$ cat config.mk
export PLATFORM = sky130hd
export DESIGN_NAME = sprite_motion_ctrl
export DESIGN_NICKNAME = d
export VERILOG_FILES = /design/src/rtl/vga_pkg.sv /design/src/rtl/axis_reflect.sv /design/src/rtl/sprite_motion_ctrl.sv
export SDC_FILE = /design/constraint.sdc
export NUM_CORES = 1
export LEC_CHECK = 0
export CORE_UTILIZATION = 25
export CTS_CLUSTER_SIZE = 12
export DETAILED_ROUTE_END_ITERATION = 16
export GPL_TIMING_DRIVEN = 0
export PLACE_DENSITY = 0.49
export SLEW_MARGIN = 20
export SYNTH_ARGS = -nofsm -noshare
export SYNTH_HDL_FRONTEND = slang
export SYNTH_SLANG_ARGS = --single-unit
export TNS_END_PERCENT = 50
$ cat constraint.sdc
create_clock -name clk_i -period 3.7 [get_ports clk_i]
set_input_delay 0.37 -clock clk_i [delete_from_list [all_inputs] [get_ports clk_i]]
set_output_delay 0.37 -clock clk_i [all_outputs]
set_load 0.02 [all_outputs]
$ cat src/rtl/vga_pkg.sv
// Shared colour constants and motion FSM encoding for the sprite path.
// Pure declarations: no logic, no latency.
package vga_pkg;

   localparam logic [15:0] BLACK   = 16'h0000;
   localparam logic [15:0] WHITE   = 16'hFFFF;
   localparam logic [15:0] RED     = 16'hF800;
   localparam logic [15:0] GREEN   = 16'h07E0;
   localparam logic [15:0] BLUE    = 16'h001F;
   localparam logic [15:0] YELLOW  = 16'hFFE0;
   localparam logic [15:0] MAGENTA = 16'hF81F;
   localparam logic [15:0] CYAN    = 16'h07FF;

   typedef enum logic [1:0] {
      IDLE,
      MOVE_X,
      MOVE_Y,
      COMMIT
   } motion_state_t;

endpackage

$ cat src/rtl/axis_reflect.sv
// One-axis step with reflection at 0 and MAX; combinational, zero latency, no backpressure.
// dir = 1 means moving towards MAX.
module axis_reflect #(
   parameter int unsigned STEP = 2,
   parameter int unsigned MAX  = 636
) (
   input  logic [15:0] pos,
   input  logic        dir,
   output logic [15:0] next_pos,
   output logic        next_dir,
   output logic        flipped
);

   localparam logic [15:0] STEP_W = 16'(STEP);
   localparam logic [15:0] MAX_W  = 16'(MAX);

   logic [16:0] pos_up;

   // 17-bit sum so the upper bound check cannot wrap
   assign pos_up = {1'b0, pos} + {1'b0, STEP_W};

   always_comb begin
      next_pos = pos;
      next_dir = dir;
      flipped  = 1'b0;
      if (dir) begin
         if (pos_up >= {1'b0, MAX_W}) begin
            next_pos = MAX_W;
            next_dir = 1'b0;
            flipped  = 1'b1;
         end else begin
            next_pos = pos_up[15:0];
         end
      end else begin
         if (pos <= STEP_W) begin
            next_pos = 16'd0;
            next_dir = 1'b1;
            flipped  = 1'b1;
         end else begin
            next_pos = pos - STEP_W;
         end
      end
   end

endmodule

$ cat src/rtl/sprite_motion_ctrl.sv
// Frame-synchronous sprite mover with double-buffered position and registered RGB565 output (1-cycle latency, no backpressure).
// Optional crosshair lines are drawn when SPRITE_CROSSHAIR_EN is defined.
module sprite_motion_ctrl
   import vga_pkg::*;
#(
   parameter int unsigned H_ACTIVE  = 640,
   parameter int unsigned V_ACTIVE  = 480,
   parameter int unsigned SIZE      = 4,
   parameter int unsigned H_INIT    = 128,
   parameter int unsigned V_INIT    = 128,
   parameter int unsigned STEP      = 2,
   parameter logic        VSYNC_POL = 1'b0
) (
   input  logic        clk_i,
   input  logic        reset_ni,
   input  logic        vsync_i,
   input  logic [15:0] hpos_i,
   input  logic [15:0] vpos_i,
   input  logic        enable_i,
   output logic [15:0] rgb_o,
   output logic [15:0] ball_x_o,
   output logic [15:0] ball_y_o,
   output logic        frame_tick_o,
   output logic        bounce_o
);

   localparam int unsigned X_MAX = H_ACTIVE - SIZE;
   localparam int unsigned Y_MAX = V_ACTIVE - SIZE;

   motion_state_t state, state_nxt;

   logic        vs_q;
   logic        frame_start;
   logic [15:0] ball_x, ball_y;
   logic        dx, dy;
   logic [15:0] nx, ny;
   logic        ndx, ndy;
   logic        flip_x, flip_y;
   logic [15:0] x_next, y_next;
   logic        x_dir_next, y_dir_next;
   logic        x_flip, y_flip;
   logic [16:0] x_end, y_end;
   logic        in_box;
   logic [15:0] pix;

   assign frame_start = (vsync_i == VSYNC_POL) && (vs_q != VSYNC_POL);

   axis_reflect #(.STEP(STEP), .MAX(X_MAX)) u_axis_x (
      .pos      (ball_x),
      .dir      (dx),
      .next_pos (x_next),
      .next_dir (x_dir_next),
      .flipped  (x_flip)
   );

   axis_reflect #(.STEP(STEP), .MAX(Y_MAX)) u_axis_y (
      .pos      (ball_y),
      .dir      (dy),
      .next_pos (y_next),
      .next_dir (y_dir_next),
      .flipped  (y_flip)
   );

   always_ff @(posedge clk_i or negedge reset_ni) begin
      if (!reset_ni) state <= IDLE;
      else           state <= state_nxt;
   end

   always_comb begin
      state_nxt = state;
      case (state)
         IDLE:    if (frame_start) state_nxt = MOVE_X;
         MOVE_X:  state_nxt = MOVE_Y;
         MOVE_Y:  state_nxt = COMMIT;
         COMMIT:  state_nxt = IDLE;
         default: state_nxt = IDLE;
      endcase
   end

   // Shadow copies are only published in COMMIT, so a half-updated position is never visible
   always_ff @(posedge clk_i or negedge reset_ni) begin
      if (!reset_ni) begin
         vs_q         <= ~VSYNC_POL;
         frame_tick_o <= 1'b0;
         bounce_o     <= 1'b0;
         ball_x       <= 16'(H_INIT);
         ball_y       <= 16'(V_INIT);
         dx           <= 1'b0;
         dy           <= 1'b1;
         nx           <= 16'(H_INIT);
         ny           <= 16'(V_INIT);
         ndx          <= 1'b0;
         ndy          <= 1'b1;
         flip_x       <= 1'b0;
         flip_y       <= 1'b0;
      end else begin
         vs_q         <= vsync_i;
         frame_tick_o <= frame_start && (state == IDLE);
         bounce_o     <= 1'b0;
         case (state)
            MOVE_X: begin
               nx     <= x_next;
               ndx    <= x_dir_next;
               flip_x <= x_flip;
            end
            MOVE_Y: begin
               ny     <= y_next;
               ndy    <= y_dir_next;
               flip_y <= y_flip;
            end
            COMMIT: begin
               if (enable_i) begin
                  ball_x   <= nx;
                  ball_y   <= ny;
                  dx       <= ndx;
                  dy       <= ndy;
                  bounce_o <= flip_x | flip_y;
               end
            end
            default: ;
         endcase
      end
   end

   assign x_end  = {1'b0, ball_x} + 17'(SIZE);
   assign y_end  = {1'b0, ball_y} + 17'(SIZE);
   assign in_box = (hpos_i >= ball_x) && ({1'b0, hpos_i} < x_end) &&
                   (vpos_i >= ball_y) && ({1'b0, vpos_i} < y_end);

   always_comb begin
      pix = BLACK;
      if (in_box) pix = WHITE;
`ifdef SPRITE_CROSSHAIR_EN
      else if (hpos_i == ball_x) pix = BLUE;
      else if (vpos_i == ball_y) pix = RED;
`endif
   end

   always_ff @(posedge clk_i or negedge reset_ni) begin
      if (!reset_ni) rgb_o <= BLACK;
      else           rgb_o <= pix;
   end

   assign ball_x_o = ball_x;
   assign ball_y_o = ball_y;

endmodule

### Yosys cells after proc, flatten, opt, wreduce, memory -nomap -nowiden

Index checks and enable logic that the tools add are counted.
Widths: inputs -> output; s select.

| operators by class | value |
|---|---|
| add/sub/neg operators | 6 |
| $lt $le $gt $ge | 8 |
| eq/ne operators | 4 |
| multiplexer cells | 21 |
| bitwise gates (word level) | 2 |
| reduce and logical (&&, ||, !) cells | 7 |

Operators by type and width:

| cell | number |
|---|---|
| $mux 16 | 7 |
| $add 16x2->17 const B | 2 |
| $add 16x3->17 const B | 2 |
| $lt 16x17->1 | 2 |
| $ge 16x16->1 | 2 |
| $le 16x2->1 const B | 2 |
| $sub 16x2->16 const B | 2 |
| $ge 17x10->1 const B | 1 |
| $ge 17x9->1 const B | 1 |
| $mux 1 | 12 |
| $pmux 2 s4 | 1 |
| $logic_and 1x1->1 | 5 |
| $eq 2x2->1 const B | 2 |
| $eq 2x1->1 const B | 1 |
| $logic_not 2->1 | 1 |
| $mux 2 | 1 |
| $ne 2x2->1 const B | 1 |
| $reduce_and 2->1 | 1 |
| $not 1->1 | 1 |
| $or 1x1->1 | 1 |

| storage, ports and cells | value |
|---|---|
| register bits | 91 |
| output and inout port bits | 50 |
| logic and storage cells | 63 |

### Logic depth before layout (Yosys ltp)

Gate-level depths: netlist (run 1).

| depth | value |
|---|---|
| word-level depth | 6 |
| depth in mapped cells | 14 |
| depth with buffers taken out | 13 |

### Modules after synthesis

A second synthesis (run 1) with hierarchy kept.

| unflattened totals | value |
|---|---|
| cell total of the unflattened synthesis | 726 |
| area total of the unflattened synthesis | 6600.1 µm² |

By module, submodules not included:

| module | instances | cells each | area each (µm²) | seq. area each (µm²) |
|---|---|---|---|---|
| sprite_motion_ctrl | 1 | 441 | 4832.1 | 1910.6 |
| axis_reflect at u_axis_x | 1 | 145 | 894.6 | 0.0 |
| axis_reflect at u_axis_y | 1 | 140 | 873.3 | 0.0 |

### Least setup slack after synthesis (run 1)

No wires, ideal clock.

| timing path | value |
|---|---|
| kind | reg2reg |
| from | reg ball_y[4] (netlist: ball_y_o[4]) |
| to | reg rgb_o[14] |
| setup time | 0.068 ns |
| arrival time | 2.734 ns |
| slack | 0.898 ns |
| cell stages (with the launch flop) | 14 |
| period minus slack after synthesis | 2.802 ns |
| cells stage by stage | dfrtp_1 > buf_1 > nand3_1 > nor2_1 > inv_1 > nor3_1 > xnor2_1 > ha_1 > o21a_1 > o21a_1 > o2bb2ai_1 > a211oi_1 > nor3_1 > and4_1 |

| on the way | value |
|---|---|
| longest elaborated chain between the ends | 4 |
| elaborated cells on any way between the ends | 6 |
| classes of those cells | 1 x add/sub; 2 x order compare; 1 x mux; 2 x reduce/logical |

Ends and longest elaborated chain:

| element | line | RTL |
|---|---|---|
| start, declared | sprite_motion_ctrl.sv:34 | `logic [15:0] ball_x, ball_y;` |
| start signal, assigned | sprite_motion_ctrl.sv:87 | `ball_y <= 16'(V_INIT);` |
| start signal, assigned | sprite_motion_ctrl.sv:114 | `ball_y <= ny;` |
| $add 16x3->17 or $ge 16x16->1 (tied branches) | sprite_motion_ctrl.sv:126, sprite_motion_ctrl.sv:128 |  |
| $lt 16x17->1 or $logic_and 1x1->1 (tied branches) | sprite_motion_ctrl.sv:128, sprite_motion_ctrl.sv:127 |  |
| $logic_and 1x1->1 (*) | sprite_motion_ctrl.sv:128 | `(vpos_i >= ball_y) && ({1'b0, vpos_i} < y_end);` |
| via in_box | sprite_motion_ctrl.sv:43 | `logic in_box;` |
| $mux 16 (*) | sprite_motion_ctrl.sv:132 | `if (in_box) pix = WHITE;` |
| end signal, assigned | sprite_motion_ctrl.sv:141 | `else rgb_o <= pix;` |
| end, declared | sprite_motion_ctrl.sv:20 | `output logic [15:0] rgb_o,` |

Mark *: on every way through the listed nets, which the timed path passes. The rest lies on a longest branch.
A chain may end at the register's enable or synchronous reset.

### Worst setup path in the final report (run 1)

Same ends and word-level chain as after synthesis.

==> impl_metrics.tcl, run 1 <==
set metrics [dict create \
    finClkSkew_ns 0.00713 \
    setup.worst_path.class "reg2reg" \
    clk_pin_slew_ns 0.06 \
    coreArea_um2 24600 \
    routed_wirelength_um 18500 \
    rows 57 \
    synthCells 719 \
    p_int_mw 3.40 \
    dr_wl_met2_um 7870 \
    post_cts_buffers 0 \
    ys_ff_latch 76 \
    power_frac_seq 0.229 \
    p_per_area_nw_per_um2 806 \
    yosysUniqueCellTypes 67 \
    rsz0062_at_grt "no" \
    grt_max_degree 44 \
    min_period_ns 3.25 \
    die_y_um 161 \
    worstMarginPinSlew_ns 0.932 \
    p_comb_frac 0.632 \
    num_antenna_cells 0 \
    peakVddDrop_uv 290 \
    insertion_delay_ns 0.34 \
    num_vias 5512 \
    io_buffers 85 \
    hold_viol 0 \
    setup-tns-final_ns 0 \
    cp.arrival_ns 3.52 \
    antenna_found_initial 0 \
    cts_max_level 3 \
    yosys_warnings 0 \
    hold_path.class "reg2reg" \
    synth_fp_nets 832 \
    cts-resized-gates 0 \
    ios 86 \
    setup_violations 0 \
    status "finished, final reports clean" \
    initialDrtViolationCount 415 \
    layout_commonest_cell "clkdlybuf4s50_1" \
    seq_area_frac_synth 0.301 \
    cap_violations 0 \
    final_net_count 930 \
    area_delta_synth_final_pct 25.1 \
    die_x_um 161 \
    start_kind "register" \
    avgViaCountPerCell 4.81 \
    numCtsBuffers 9 \
    synth_edf_count 0 \
    clk_path_buf_depth 2 \
    final_util 0.322 \
    switching_power_mw 3.00 \
    crit_fanout 10 \
    hpwl_um 14400 \
    grt_pass1_vias 5371 \
    start_util 0.258 \
    end_kind "register" \
    place.gp.congestion 0.839 \
    track_usage 0.145 \
    drc 0 \
    clock.fmax_ghz 0.308 \
    avgRoutedWirePerCell_um 16.2 \
    swShare 0.469 \
    total_leakage_power_nw 3.17 \
    syn_avg_cell_area_um2 8.82 \
    grt_pass1_wl_um 29900 \
    routed.top_layer "met4" \
    final-max-slew-violation-count 0 \
    wl_met1_um 9650 \
    dr.pass1.iters 5 \
    power_frac_clock 0.139 \
    final_antenna_net_count 0 \
    cts_tree "built" \
    cp.required_ns 3.97 \
    synth_area_um2 6340 \
    ctsRootBufferMaster "clkbuf_16" \
    die-area_um2 26000 \
    grt_remaining_overflow 0 \
    cts_sinks 76 \
    relSlewSlack 0.373 \
    synthArstFlopShare 1.00 \
    met3_length_um 693 \
    drive_gt1_frac 0.114 \
    synthFlopType "dfrtp_1" \
    layout_common_cells "clkdlybuf4s50_1 (84), ha_1 (77), dfrtp_1 (69)" \
    fin_crit_sh 0.878 \
]
## registers in the layout, indices dropped and copies added, names as in the netlist
signal / count
rgb_o: 1
dy: 1
ball_y_o: 16
flip_x: 1
ndx: 1
flip_y: 1
ndy: 1
vs_q: 1
dx: 1
ball_x_o: 16
bounce_o: 1
ny: 16
frame_tick_o: 1
state: 2
nx: 16
## final timing paths
path	slack, ns	from	depth (start not counted)	to
max in group asynchronous	2.52	reset_ni	3	ball_x_o[7]$_DFFE_PN1P_
max reg2reg	0.45	ball_y_o[4]$_DFFE_PN0P_	13	rgb_o[14]$_DFF_PN0_
max	0.45	ball_y_o[4]$_DFFE_PN0P_	13	rgb_o[14]$_DFF_PN0_
min reg2reg	0.48	nx[15]$_DFFE_PN0N_	1	nx[15]$_DFFE_PN0N_
min	0.48	nx[15]$_DFFE_PN0N_	1	nx[15]$_DFFE_PN0N_
min in group asynchronous	0.53	reset_ni	2	ball_y_o[3]$_DFFE_PN0P_
## cells in the mapped netlist (5+ instances only)
library cell	count	area, µm²
nand2b_1	6	37.5
ha_1	77	963
dfstp_2	7	184
mux2_2	20	225
buf_2	11	55.1
o22ai_1	10	62.6
nand3_1	25	125
nor2b_1	5	31.3
nor3_1	23	115
dfrtp_1	69	1730
buf_4	18	135
a31oi_1	8	50.1
nand4_1	21	131
a21o_1	15	113
o21ai_0	43	215
a21oi_1	22	110
o21a_1	5	37.5
nor2_1	42	158
nand2_1	44	165
clkbuf_1	23	86.3
o2bb2ai_1	7	61.3
inv_1	59	221
xnor2_1	56	490
nor4_1	12	75.1
o211ai_1	7	52.6
a31o_2	5	43.8
or3_1	8	50.1
a211oi_1	8	60.1
## cell families (layout without fill, tap and decap cells)
group / after synthesis / count (layout) / synth area share
flops: 76 / 76 / 0.301
compound gates: 155 / 155 / 0.163
fa+ha+maj: 77 / 77 / 0.152
simple gates: 213 / 213 / 0.179
xor+xnor: 60 / 60 / 0.0829
mux: 23 / 23 / 0.0402
buf+inv: 115 / 218 / 0.0821
## critical path, cell delays in order (launching register included)
cell	delay (ns)
dfrtp_1	0.44
buf_1	0.40
nand3_1	0.20
nor2_1	0.23
inv_1	0.12
nor3_1	0.27
xnor2_1	0.19
ha_1	0.27
o21a_1	0.18
o21a_1	0.16
o2bb2ai_1	0.23
a211oi_1	0.11
nor3_1	0.18
and4_1	0.21
## area by class of cell
| cell class | instances | area, µm² |
|---|---|---|
| fillers | 2611 | 16700 |
| multi-input cells | 528 | 3920 |
| flip-flops and latches | 76 | 1910 |
| repair buffers | 87 | 886 |
| well taps | 324 | 405 |
| plain buffers | 55 | 295 |
| clock buffers | 10 | 229 |
| inverters | 60 | 225 |
| clock inverters | 6 | 63.8 |
## repair_timing
item                                    4_1_cts  5_1_grt
endpoints found under the setup margin        0        0
hold endpoints to repair                      1        0
hold buffers                                  1        0
## power by group through the flow
stage | Combinational, mW | Sequential [mW] | Clock (mW)
after CTS | 4.05 | 1.47 | 0.908
after floorplan | 2.63 | 1.56 | 0
after global routing | 4.48 | 1.52 | 0.937
final | 4.04 | 1.47 | 0.891
after detailed placement | 4.02 | 1.49 | 0
after global placement | 4.02 | 1.48 | 0
## routing by layer
metal	track usage	vias up
met2	0.216	106
met3	0.0205	18
met1	0.213	2625
li1	-	2763
met4	0.0446	0
met5	0	-
## stage by stage
step	hold slack, ns	setup slack (ns)	power [mW]	instance area (µm²)	instances
global route	0.498	0.193	6.93	7930	1146
global placement	0.464	-0.674	5.50	7600	1128
detailed placement	0.363	0.500	5.50	7620	1129
finish	0.478	0.452	6.40	7930	1146
CTS	0.484	0.470	6.43	7930	1146
floorplan	0.0744	0.898	4.19	6340	719
(Power assumes the default switching activity.)
==> run 2: changes to the inputs <==
--- a/config.mk
+++ b/config.mk
@@ -5,11 +5,11 @@
 export SDC_FILE = /design/constraint.sdc
 export NUM_CORES = 1
 export LEC_CHECK = 0
-export CORE_UTILIZATION = 25
+export CORE_UTILIZATION = 35
 export CTS_CLUSTER_SIZE = 12
 export DETAILED_ROUTE_END_ITERATION = 16
 export GPL_TIMING_DRIVEN = 0
-export PLACE_DENSITY = 0.49
+export PLACE_DENSITY = 0.61
 export SLEW_MARGIN = 20
 export SYNTH_ARGS = -nofsm -noshare
 export SYNTH_HDL_FRONTEND = slang
==> constraint.sdc (replaced) <==
create_clock -name clk_i -period 3.3 [get_ports clk_i]
set_input_delay 0.33 -clock clk_i [delete_from_list [all_inputs] [get_ports clk_i]]
set_output_delay 0.33 -clock clk_i [all_outputs]
set_load 0.02 [all_outputs]
==> run 2 against run 1 <==
Compared with the run above:
- combinational power up 11%
- clock-buffer cell count down 1
- clock power rose by 3.5%
- critical path type unchanged
- utilization is 12 points higher
- register-to-register slack got worse by 0.27 ns
==> impl_metrics.tcl, run 2 (synthesis gave the netlist of run 1 again) <==
set metrics [dict create \
    initialDrtViolationCount 382 \
    cpPeakStageDelay_ns 0.56 \
    ios 86 \
    dp_cells 1030 \
    routed_wirelength_um 16300 \
    clk_pin_slew_ns 0.06 \
    p_per_area_nw_per_um2 899 \
    grt_max_degree 56 \
    track_usage 0.182 \
    finClkSkew_ns 0.00851 \
    cts_sinks 76 \
    total_leakage_power_nw 3.17 \
    cap_violations 0 \
    final_antenna_net_count 0 \
    dr.pass1.iters 7 \
    setup_slack_ns 0.182 \
    min_period_ns 3.12 \
    avgRoutedWirePerCell_um 15.5 \
    place_ws_ns 0.0104 \
    place_area_um2 7500 \
    die-area_um2 18700 \
    cp.required_ns 3.59 \
    end_kind "register" \
    hpwl_um 12700 \
    final-max-slew-violation-count 0 \
    insertion_delay_ns 0.35 \
    relSlewSlack 0.459 \
    clock.fmax_ghz 0.321 \
    num_antenna_cells 0 \
    drive_gt1_frac 0.120 \
    hold_viol 0 \
    post_cts_buffers 0 \
    path_buf_inv 2 \
    post-route-cell-area_um2 7810 \
    cp.arrival_ns 3.41 \
    critical_path.slowest_cell "dfstp_2" \
    grt_pass1_vias 5137 \
    setup.worst_path.class "reg2reg" \
    coreArea_um2 17500 \
    io_buffers 85 \
    crit_fanout 10 \
    final_net_count 930 \
    place.gp.congestion 0.859 \
    start_kind "register" \
    start_util 0.363 \
    ctsRootBufferMaster "clkbuf_16" \
    finalNonFillerCells 1047 \
    status "finished, final reports clean" \
    die_x_um 137 \
    final_util 0.447 \
    grt_pass1_wl_um 26700 \
    grt_remaining_overflow 0 \
    drc 0 \
    peakVddDrop_uv 309 \
    critPathTopFamily "simple AND/OR/NAND/NOR gates" \
    cts_tree "built" \
    rows 48 \
    layout_commonest_cell "clkdlybuf4s50_1" \
    nFillCells 1704 \
    fin_crit_sh 0.945 \
    regArea_um2 1910 \
    crit_chain "buf_6 > nand4_2 > buf_2 > nor2_2 > nand4_1 > nor3_1 > xnor2_1 > ha_1 > or3_1 > a221oi_1 > a311oi_2 > nor3_2 > and4_1" \
    setup-tns-final_ns 0 \
    antenna_found_initial 0 \
    area_delta_synth_final_pct 23.1 \
    num_vias 5427 \
    numCtsBuffers 9 \
    setup_violations 0 \
    die_y_um 137 \
    avgViaCountPerCell 5.18 \
    holdPathStages 1 \
    clk_path_buf_depth 2 \
    reg2reg_depth 13 \
    multi_input_area_um2 3930 \
    cts_max_level 3 \
    worstMarginPinSlew_ns 0.804 \
    layout_common_cells "clkdlybuf4s50_1 (84), ha_1 (77), dfrtp_1 (69)" \
    crit_cells 13 \
    hold_path.class "in2reg" \
]
==> run 2: changes by cell type in the layout (fill, tap and decap cells not counted), sizes merged <==
cell and delta:
clkbuf -1, clkinv +2, bufinv -1
==> run 2: worst paths after layout <==
kind | slack, ns | from | endpoint
max | 0.18 | ball_x_o[7]$_DFFE_PN1P_ | rgb_o[14]$_DFF_PN0_
min | 0.44 | vsync_i | vs_q$_DFF_PN1_
max reg2reg | 0.18 | ball_x_o[7]$_DFFE_PN1P_ | rgb_o[14]$_DFF_PN0_
min reg2reg | 0.48 | nx[11]$_DFFE_PN0N_ | nx[11]$_DFFE_PN0N_
max in group asynchronous | 2.23 | reset_ni | vs_q$_DFF_PN1_
min in group asynchronous | 0.46 | reset_ni | nx[3]$_DFFE_PN0N_
==> run 2: layout make-up <==
cell class | instances | share of cell area
plain buffers | 55 | 0.0380
clock buffers | 9 | 0.0288
clock inverters | 7 | 0.00657
inverters | 60 | 0.0288
multi-input cells | 528 | 0.504
flip-flops and latches | 76 | 0.245
well taps | 225 | 0.0361
repair buffers | 87 | 0.113
==> run 2: what timing repair did <==
action | in CTS | in global routing
pin swaps | 0 | 1
setup endpoints to repair | 1 | 1
hold buffers | 1 | 0
hold endpoints to repair | 19 | 0
resized for setup | 1 | 3
==> run 2: worst reg2reg max path, delay by kind of cell, from the launching register on <==
family	cells	cell delay [ns]
DFF	1	0.56
and+or+nand+nor	7	1.46
buffers and inverters	2	0.37
xor gates and xnor gates	1	0.12
adders and majority gates	1	0.20
AOI/OAI and AO/OA	2	0.37
==> run 2: metrics by stage <==
step / hold WS, ns / power (mW)
after floorplan: 0.0344 / 4.69
after global placement: 0.467 / 6.04
after detailed placement: 0.252 / 6.07
after CTS: 0.431 / 7.03
after global routing: 0.466 / 7.63
final: 0.443 / 7.02
==> run 2: power by group <==
part	total, mW	switching (mW)	internal, mW
Combinational	4.47	2.57	1.91
Clock	0.922	0.411	0.511
Sequential	1.62	0.297	1.33
==> run 2: routing by layer <==
layer  track usage  vias up  share of wire
met1         0.269     2538           0.51
met4        0.0481        0          0.012
met5             0        -              0
li1              -     2756              -
met3        0.0289       15          0.050
met2         0.272      118           0.43
